===== config.mk =====
export PLATFORM = sky130hd
export DESIGN_NAME = klein80_serial_host
export DESIGN_NICKNAME = d
export VERILOG_FILES = /design/src/rtl/klein80_serial_host.sv
export SDC_FILE = /design/constraint.sdc
export NUM_CORES = 1
export LEC_CHECK = 0
export CAP_MARGIN = 10
export CORE_MARGIN = 2
export CORE_UTILIZATION = 50
export CTS_BUF_LIST = sky130_fd_sc_hd__clkbuf_4
export CTS_CLUSTER_SIZE = 8
export DETAILED_ROUTE_END_ITERATION = 12
export PLACE_DENSITY = 0.9
export SYNTH_ARGS = -nofsm -noshare
export SYNTH_HDL_FRONTEND = slang
export SYNTH_SLANG_ARGS = --single-unit

===== constraint.sdc =====
create_clock -name ck -period 4.1 [get_ports ck]
set_clock_uncertainty 0.05 [all_clocks]
set_input_delay 0.82 -clock ck [delete_from_list [all_inputs] [get_ports ck]]
set_output_delay 0.82 -clock ck [all_outputs]
set_load 0.02 [all_outputs]

===== src/rtl/klein80_serial_host.sv =====
// klein80_serial_host
// Host-side driver for the byte-serial KLEIN-80 core. It takes a parallel
// 64-bit plaintext and 80-bit key and streams them to the core one byte per
// cycle, starting with a core_start pulse. It then waits, under a watchdog,
// for core_ready and assembles the eight returned ciphertext bytes into ct.
//
// Ports
//   ck, rst_n          clock, asynchronous active-low reset
//   req                start request, sampled only while idle
//   pt[63:0]           plaintext, byte 0 = pt[63:56]
//   key80[79:0]        key, byte 0 = key80[79:72]
//   busy               high in every state except idle
//   done               one-cycle end-of-operation pulse (success or timeout)
//   err                timeout flag, held until the next accepted req
//   ct[63:0]           ciphertext, valid from done until the next accepted req
//   core_start         core start pulse (first load cycle)
//   core_inp[7:0]      plaintext byte to the core
//   core_key[7:0]      key byte to the core
//   core_ready         ciphertext-available strobe from the core
//   core_out[7:0]      ciphertext byte from the core
module klein80_serial_host #(
  parameter int unsigned TIMEOUT = 1023
) (
  input  logic        ck,
  input  logic        rst_n,
  input  logic        req,
  input  logic [63:0] pt,
  input  logic [79:0] key80,
  output logic        busy,
  output logic        done,
  output logic        err,
  output logic [63:0] ct,
  output logic        core_start,
  output logic [7:0]  core_inp,
  output logic [7:0]  core_key,
  input  logic        core_ready,
  input  logic [7:0]  core_out
);

  localparam logic [15:0] TIMEOUT_C = 16'(TIMEOUT);

  typedef enum logic [2:0] {
    S_IDLE,
    S_LOAD,
    S_WAIT,
    S_UNLOAD,
    S_FIN
  } state_t;

  state_t      state_q, state_d;
  logic [63:0] pt_sr_q, pt_sr_d;
  logic [79:0] key_sr_q, key_sr_d;
  logic [3:0]  cnt_q, cnt_d;
  logic [15:0] wdog_q, wdog_d;
  logic        busy_q, busy_d;
  logic        done_q, done_d;
  logic        err_q, err_d;
  logic [63:0] ct_q, ct_d;
  logic        start_q, start_d;
  logic [7:0]  inp_q, inp_d;
  logic [7:0]  key_q, key_d;

  always_comb begin
    state_d  = state_q;
    pt_sr_d  = pt_sr_q;
    key_sr_d = key_sr_q;
    cnt_d    = cnt_q;
    wdog_d   = wdog_q;
    busy_d   = busy_q;
    done_d   = 1'b0;
    err_d    = err_q;
    ct_d     = ct_q;
    start_d  = 1'b0;
    inp_d    = inp_q;
    key_d    = key_q;

    unique case (state_q)
      S_IDLE: begin
        if (req) begin
          // Byte 0 goes straight out of the accepting edge so that load
          // cycle 0 already presents it; the shift registers keep the rest.
          state_d  = S_LOAD;
          busy_d   = 1'b1;
          start_d  = 1'b1;
          inp_d    = pt[63:56];
          key_d    = key80[79:72];
          pt_sr_d  = {pt[55:0], 8'h00};
          key_sr_d = {key80[71:0], 8'h00};
          ct_d     = '0;
          err_d    = 1'b0;
          cnt_d    = '0;
        end
      end

      S_LOAD: begin
        if (cnt_q == 4'd9) begin
          state_d = S_WAIT;
          wdog_d  = '0;
          inp_d   = '0;
          key_d   = '0;
        end else begin
          // Plaintext shifts in zeros, so load cycles 8 and 9 send 0x00.
          inp_d    = pt_sr_q[63:56];
          key_d    = key_sr_q[79:72];
          pt_sr_d  = {pt_sr_q[55:0], 8'h00};
          key_sr_d = {key_sr_q[71:0], 8'h00};
          cnt_d    = cnt_q + 4'd1;
        end
      end

      S_WAIT: begin
        // core_ready is tested first so it wins on the expiry cycle.
        if (core_ready) begin
          ct_d    = {ct_q[55:0], core_out};
          cnt_d   = 4'd1;
          state_d = S_UNLOAD;
        end else if (wdog_q == TIMEOUT_C) begin
          err_d   = 1'b1;
          done_d  = 1'b1;
          state_d = S_FIN;
        end else begin
          wdog_d = wdog_q + 16'd1;
        end
      end

      S_UNLOAD: begin
        ct_d = {ct_q[55:0], core_out};
        if (cnt_q == 4'd7) begin
          done_d  = 1'b1;
          state_d = S_FIN;
        end else begin
          cnt_d = cnt_q + 4'd1;
        end
      end

      S_FIN: begin
        busy_d  = 1'b0;
        state_d = S_IDLE;
      end

      default: begin
        state_d = S_IDLE;
        busy_d  = 1'b0;
      end
    endcase
  end

  always_ff @(posedge ck or negedge rst_n) begin
    if (!rst_n) begin
      state_q  <= S_IDLE;
      pt_sr_q  <= '0;
      key_sr_q <= '0;
      cnt_q    <= '0;
      wdog_q   <= '0;
      busy_q   <= 1'b0;
      done_q   <= 1'b0;
      err_q    <= 1'b0;
      ct_q     <= '0;
      start_q  <= 1'b0;
      inp_q    <= '0;
      key_q    <= '0;
    end else begin
      state_q  <= state_d;
      pt_sr_q  <= pt_sr_d;
      key_sr_q <= key_sr_d;
      cnt_q    <= cnt_d;
      wdog_q   <= wdog_d;
      busy_q   <= busy_d;
      done_q   <= done_d;
      err_q    <= err_d;
      ct_q     <= ct_d;
      start_q  <= start_d;
      inp_q    <= inp_d;
      key_q    <= key_d;
    end
  end

  assign busy       = busy_q;
  assign done       = done_q;
  assign err        = err_q;
  assign ct         = ct_q;
  assign core_start = start_q;
  assign core_inp   = inp_q;
  assign core_key   = key_q;

endmodule


==> results of run 1 <==
-- flip-flops by register name, indices dropped and copies added, names as in the netlist --
register    count
busy            1
cnt_q           4
core_inp        8
core_key        8
core_start      1
ct             64
done            1
err             1
key_sr_q       72
pt_sr_q        56
state_q         3
wdog_q         16
-- placed cells by master, fill, tap and decap left out, types with 21 or more instances in the layout --
cell type and instances:
nand3_1 21, clkbuf_4 89, a21oi_1 121, o21ai_0 21, clkdlybuf4s50_1 238, nor2_1 122
a22o_1 65, dfrtp_1 235, mux2i_1 132, nand2_1 60
-- layout make-up --
| cell class | count | share of cell area |
|---|---|---|
| Clock buffer | 89 | 0.0492 |
| Tap cell | 270 | 0.0249 |
| Sequential cell | 235 | 0.433 |
| Inverter | 7 | 0.00194 |
| Timing Repair Buffer | 249 | 0.186 |
| Antenna cell | 2 | 0.000369 |
| Multi-Input combinational cell | 623 | 0.295 |
| Clock inverter | 19 | 0.00958 |
-- worst paths after layout --
check,from,endpoint,slack [ns],cells past startpoint
setup / recovery,state_q[1],wdog_q[1],1.33,4
setup reg to reg,state_q[1],wdog_q[1],1.33,4
hold / removal,rst_n,core_inp[7],0.07,1
max in group asynchronous,rst_n,key_sr_q[15],2.94,2
hold reg to reg,key_sr_q[78],core_key[6],0.43,2
min in group ck,key_sr_q[78],core_key[6],0.43,2
-- worst max-delay path: cells and delay by family (launching register included) --
kind	cells	cell delay (ns)
muxes	1	0.25
DFF	1	0.59
AOI/OAI and AO/OA	1	0.62
and+or+nand+nor	2	1.17
-- cell families after synthesis --
group / share of synthesized area
DFF: 0.576
AOI/OAI and AO/OA: 0.149
adders and majority gates: 0.00368
muxes: 0.131
and+or+nand+nor: 0.107
buffers and inverters: 0.0338
-- routing by layer --
layer | vias up | routed length, um | GRT usage
met5 | - | 0 | 0
met4 | 0 | 406 | 0.0683
met3 | 35 | 1900 | 0.0683
met2 | 298 | 12800 | 0.383
met1 | 3995 | 10900 | 0.317
li1 | 3854 | - | -
-- cells in the mapped netlist (3+ instances only) --
library cell | number | area share
dfrtp_1 | 235 | 0.58
mux2i_1 | 132 | 0.13
nor2_1 | 123 | 0.045
a21oi_1 | 121 | 0.059
a22o_1 | 65 | 0.056
nand2_1 | 60 | 0.022
buf_2 | 42 | 0.021
clkbuf_1 | 21 | 0.0077
nand3_1 | 21 | 0.010
o21ai_0 | 21 | 0.010
a31oi_1 | 18 | 0.011
nand2b_1 | 8 | 0.0049
nor3_1 | 7 | 0.0034
inv_1 | 6 | 0.0022
o21a_1 | 5 | 0.0037
or2_2 | 5 | 0.0031
nand4_1 | 4 | 0.0025
and3_1 | 3 | 0.0018
buf_4 | 3 | 0.0022
ha_1 | 3 | 0.0037
-- stage by stage --
| stage | cells | worst slack, ns | area [um2] | hold slack, ns | util |
|---|---|---|---|---|---|
| 3_3_place_gp | 1384 | 1.07 | 12800 | 0.412 | 0.635 |
| 5_1_grt | 1494 | 1.21 | 13600 | 0.0998 | 0.675 |
| 2_1_floorplan | 933 | 2.03 | 10200 | 0.401 | - |
| 6_report | 1494 | 1.33 | 13600 | 0.0749 | 0.675 |
| 3_5_place_dp | 1384 | 1.01 | 12800 | 0.417 | 0.635 |
| 4_1_cts | 1492 | 1.42 | 13600 | 0.0814 | 0.675 |
-- report_power, final --
group	internal [W]	switching [W]	leakage (nW)	total, W
registers	0.00337	0.000749	2.83	0.00412
clock network	0.00112	0.000935	0.468	0.00205
logic	0.00209	0.00254	2.65	0.00462
==> impl_metrics.csv, run 1 <==
group,metric,value,unit
pwr,ir_drop,0.000519,V
job,max-cap-violations,0,
cts,ctsLongestPathBuffers,3,
cts,clk_pin_slew,0.07,ns
cts,root_buffer,"clkbuf_4",
placement,port_buffers,239,
finish,layout-drive-gt1-share,0.0966,
sta,drv_slew,0,
route,vias_per_cell,5.48,
sta,setup_viol,0,
sta,relSlewSlack,0.265,
floorplanning,ioPinCount,240,
worst_setup_path,crit_path_max_fanout,16,
sta,rsz0062_at_grt,"false",
sta,setup_tns,0,ns
grt,grt_pass1_vias,8073,
finish,final_nets,1334,
cts,cts_sinks,235,
finish,ff_latch_area,5880,um2
synthesis,synthArstFlopShare,1.00,
sta,max_freq,0.361,GHz
synthesis,synth.yosys.seq_area_share,0.576,
cts,postCtsResizedCells,0,
floorplanning,dieWidth,147,um
sta,hold_violations,0,
synthesis,syn_area_per_cell,10.9,um2
route,dr.pass1.iters,7,
route,finalWirelength,26000,um
floorplanning,initial_core_util,0.508,
worst_setup_path,crit_slowest_cell,"or3b_2",
floorplanning,rows,52,
floorplanning,die_area,21600,um2
grt,grt_overflow_total,0,
route,first_iter_violations,586,
sta,tightest_slew,1.10,ns
route,num_vias,8182,
pwr,leakage,5.95,nW
pwr,p_total,0.0108,W
synthesis,ys_types,42,
synthesis,synth_nets,1092,
worst_setup_path,critPathMaxStageDelay,0.62,ns
sta,final.min_clock_period,2.77,ns
cts,cts_tree,"yes",
floorplanning,die_y,147,um
grt,grt_max_degree,131,
route,drc,0,
finish,multi_input_area,4010,um2
synthesis,yosysWarningCount,0,
floorplanning,core,20100,um2
worst_hold_path,hp-class,"input pin to async pin",
synthesis,synth_edf_count,0,
synthesis,synth-main-ff-cell,"dfrtp_1",
placement,dp_hpwl,17000,um
worst_setup_path,end_kind,"flop",
synthesis,ys_ff_latch,235,
grt,grt_usage,0.238,
sta,fin_crit_sh,0.675,
synthesis,syn_inst,933,
worst_setup_path,startpoint_type,"flop",
grt,antenna_found_initial,2,
cts,hold_buffers,0,
finish,fillCellCount,1470,
cts,clk_latency,0.68,ns
worst_setup_path,path_cells,"or3b_2 -> nor2_2 -> a22o_1 -> mux2i_1",
route,wl_per_cell,17.4,um
synthesis,synthesis.area,10200,um2
worst_setup_path,critPathKind,"flop to flop",
grt,grt_pass1_wl,41600,um
cts,cts_setup_buffers,0,
status,status,"complete, no violations",
cts,cts_inserted_buffers,59,
pwr,power_density,795,nW/um2
cts,htree_levels,2,
route,ant_nets,0,
placement,gp_congestion,0.860,
worst_setup_path,arrival,3.31,ns
worst_setup_path,critical_path_required,4.64,ns
finish,area_growth,33.0,%
Power figures use the tool's default switching activity.
==> run 2, diff against run 1 <==
Settings changed: CORE_UTILIZATION 50 to 47, PLACE_DENSITY 0.9 to 0.89.
Clock period 4.1 ns to 2.5 ns, I/O delays scaled along.
==> impl_metrics.csv, run 2 (same netlist as run 1, synthesis figures left out) <==
group,metric,value,unit
placement,dp_hpwl,18400,um
sta,hold_violations,0,
grt,antenna_found_initial,1,
finish,layout-drive-gt1-share,0.107,
worst_setup_path,path_cells,"clkdlybuf4s50_1",
worst_setup_path,crit_buf_inv,1,
floorplanning,die_y,151,um
finish,largest_reg_flops,72,
cts,root_buffer,"clkbuf_4",
pwr,power_frac_clock,0.169,
worst_setup_path,arrival,1.83,ns
route,vias_per_cell,5.44,
floorplanning,die_area,22900,um2
route,finalWirelength,26700,um
grt,grt_pass1_vias,8279,
finish,final_nets,1354,
cts,ctsLongestPathBuffers,3,
worst_setup_path,critical_path_required,1.95,ns
route,ant_nets,0,
finish,regMostFlops,"key_sr_q",
sta,fin_crit_sh,0.951,
pwr,power_density,1290,nW/um2
route,first_iter_violations,530,
route,num_vias,8212,
finish,mostFrequentLayoutCell,"clkdlybuf4s50_1",
floorplanning,rows,53,
sta,setup_viol,0,
cts,hold_buffers,1,
worst_setup_path,startpoint_type,"flop",
worst_setup_path,critPathMaxStageDelay,0.67,ns
worst_setup_path,crit_path_max_fanout,3,
job,max-cap-violations,0,
pwr,switching_share,0.395,
worst_setup_path,end_kind,"output port",
worst_setup_path,crit_slowest_cell,"clkdlybuf4s50_1",
floorplanning,initial_core_util,0.483,
cts,cts_tree,"yes",
finish,final_cell_mix,"238 x clkdlybuf4s50_1, 235 x dfrtp_1, 132 x mux2i_1, 122 x nor2_1, 121 x a21oi_1",
sta,drv_slew,0,
cts,htree_levels,2,
route,wl_per_cell,17.7,um
sta,tightest_slew,0.802,ns
sta,max_freq,0.421,GHz
floorplanning,dieWidth,151,um
finish,utilization,0.650,
worst_setup_path,critPathKind,"flop to output port",
cts,cts_sinks,235,
sta,rsz0062_at_grt,"false",
placement,port_buffers,239,
grt,grt_max_degree,81,
pwr,seqPwrFrac,0.379,
grt,grt_usage,0.232,
status,status,"complete, no violations",
route,dr.pass1.iters,5,
placement,gp_congestion,0.888,
finish,area_growth,34.6,%
floorplanning,ioPinCount,240,
grt,grt_pass1_wl,41900,um
sta,final.min_clock_period,2.38,ns
pwr,intPower,0.0107,W
grt,grt_overflow_total,0,
pwr,pwr-share-comb,0.452,
worst_hold_path,hp-class,"input pin to flop",
cts,cts_inserted_buffers,57,
sta,relSlewSlack,0.464,
cts,cts_setup_buffers,0,
cts,clk_latency,0.69,ns
route,drc,0,
worst_setup_path,critPathTopFamily,"buffers and inverters",
pwr,power.switching,0.00701,W
pwr,ir_drop,0.000905,V
floorplanning,core,21200,um2
sta,setup_tns,0,ns
pwr,leakage,6.03,nW
cts,postCtsResizedCells,0,
cts,clk_pin_slew,0.07,ns
-- run 2: cell count changes in the layout (fill, tap and decap cells not counted), sizes merged --
cell         change
buf             +21
clkbuf           -7
clkinv           -3
bufinv           -2
inv              +2
diode            -1
dlygate4sd3      +1
-- run 2: per-stage QoR --
stage | setup WS [ns] | instance area (um2) | hold slack, ns | std cells | power [W]
6_report | 0.122 | 13700 | 0.293 | 1510 | 0.0177
5_1_grt | 0.0481 | 13700 | 0.244 | 1510 | 0.0190
4_1_cts | 0.0600 | 13700 | 0.220 | 1509 | 0.0179
3_5_place_dp | 0.0256 | 13000 | 0.424 | 1410 | 0.0148
3_3_place_gp | 0.0703 | 13000 | 0.410 | 1410 | 0.0144
2_1_floorplan | 0.443 | 10200 | 0.154 | 933 | 0.0117
-- run 2: power groups by stage --
stage	combinational (W)	clock (W)	sequential, W
2_1_floorplan	0.00459	0	0.00709
3_3_place_gp	0.00773	0	0.00670
3_5_place_dp	0.00800	0	0.00676
4_1_cts	0.00806	0.00310	0.00672
5_1_grt	0.00876	0.00332	0.00691
6_report	0.00803	0.00300	0.00672
-- run 2: worst paths after layout --
path	start	end	slack, ns	cells past startpoint
setup / recovery	ct[31]	ct[31]	0.12	1
hold / removal	key80[2]	key_sr_q[10]	0.29	3
setup reg to reg	cnt_q[0]	key_sr_q[34]	0.23	7
hold reg to reg	key_sr_q[72]	core_key[0]	0.43	2
max in group asynchronous	rst_n	pt_sr_q[49]	1.32	3
min in group asynchronous	rst_n	core_inp[4]	0.32	2
-- run 2: layout make-up --
class	count	area [um2]
flip-flops and latches	235	5880
diodes	1	2.50
well taps	275	344
inverters	7	26.3
clock inverters	16	76.3
multi-input cells	623	4010
repair buffers	271	2790
fillers	1589	7410
clock buffers	82	616
-- run 2: per-layer routing --
layer,global-route usage,vias to the layer above,share of wire
met1,0.294,3950,0.41
met3,0.0651,48,0.078
met5,0,-,0
li1,-,3882,-
met2,0.387,332,0.49
met4,0.0757,0,0.023
==> run 3, diff against run 2 <==
Settings changed: ABC_CLOCK_PERIOD_IN_PS from default to 2500.
==> results of run 3 <==
The final DEF is identical to that of run 2; final timing and power are the same.
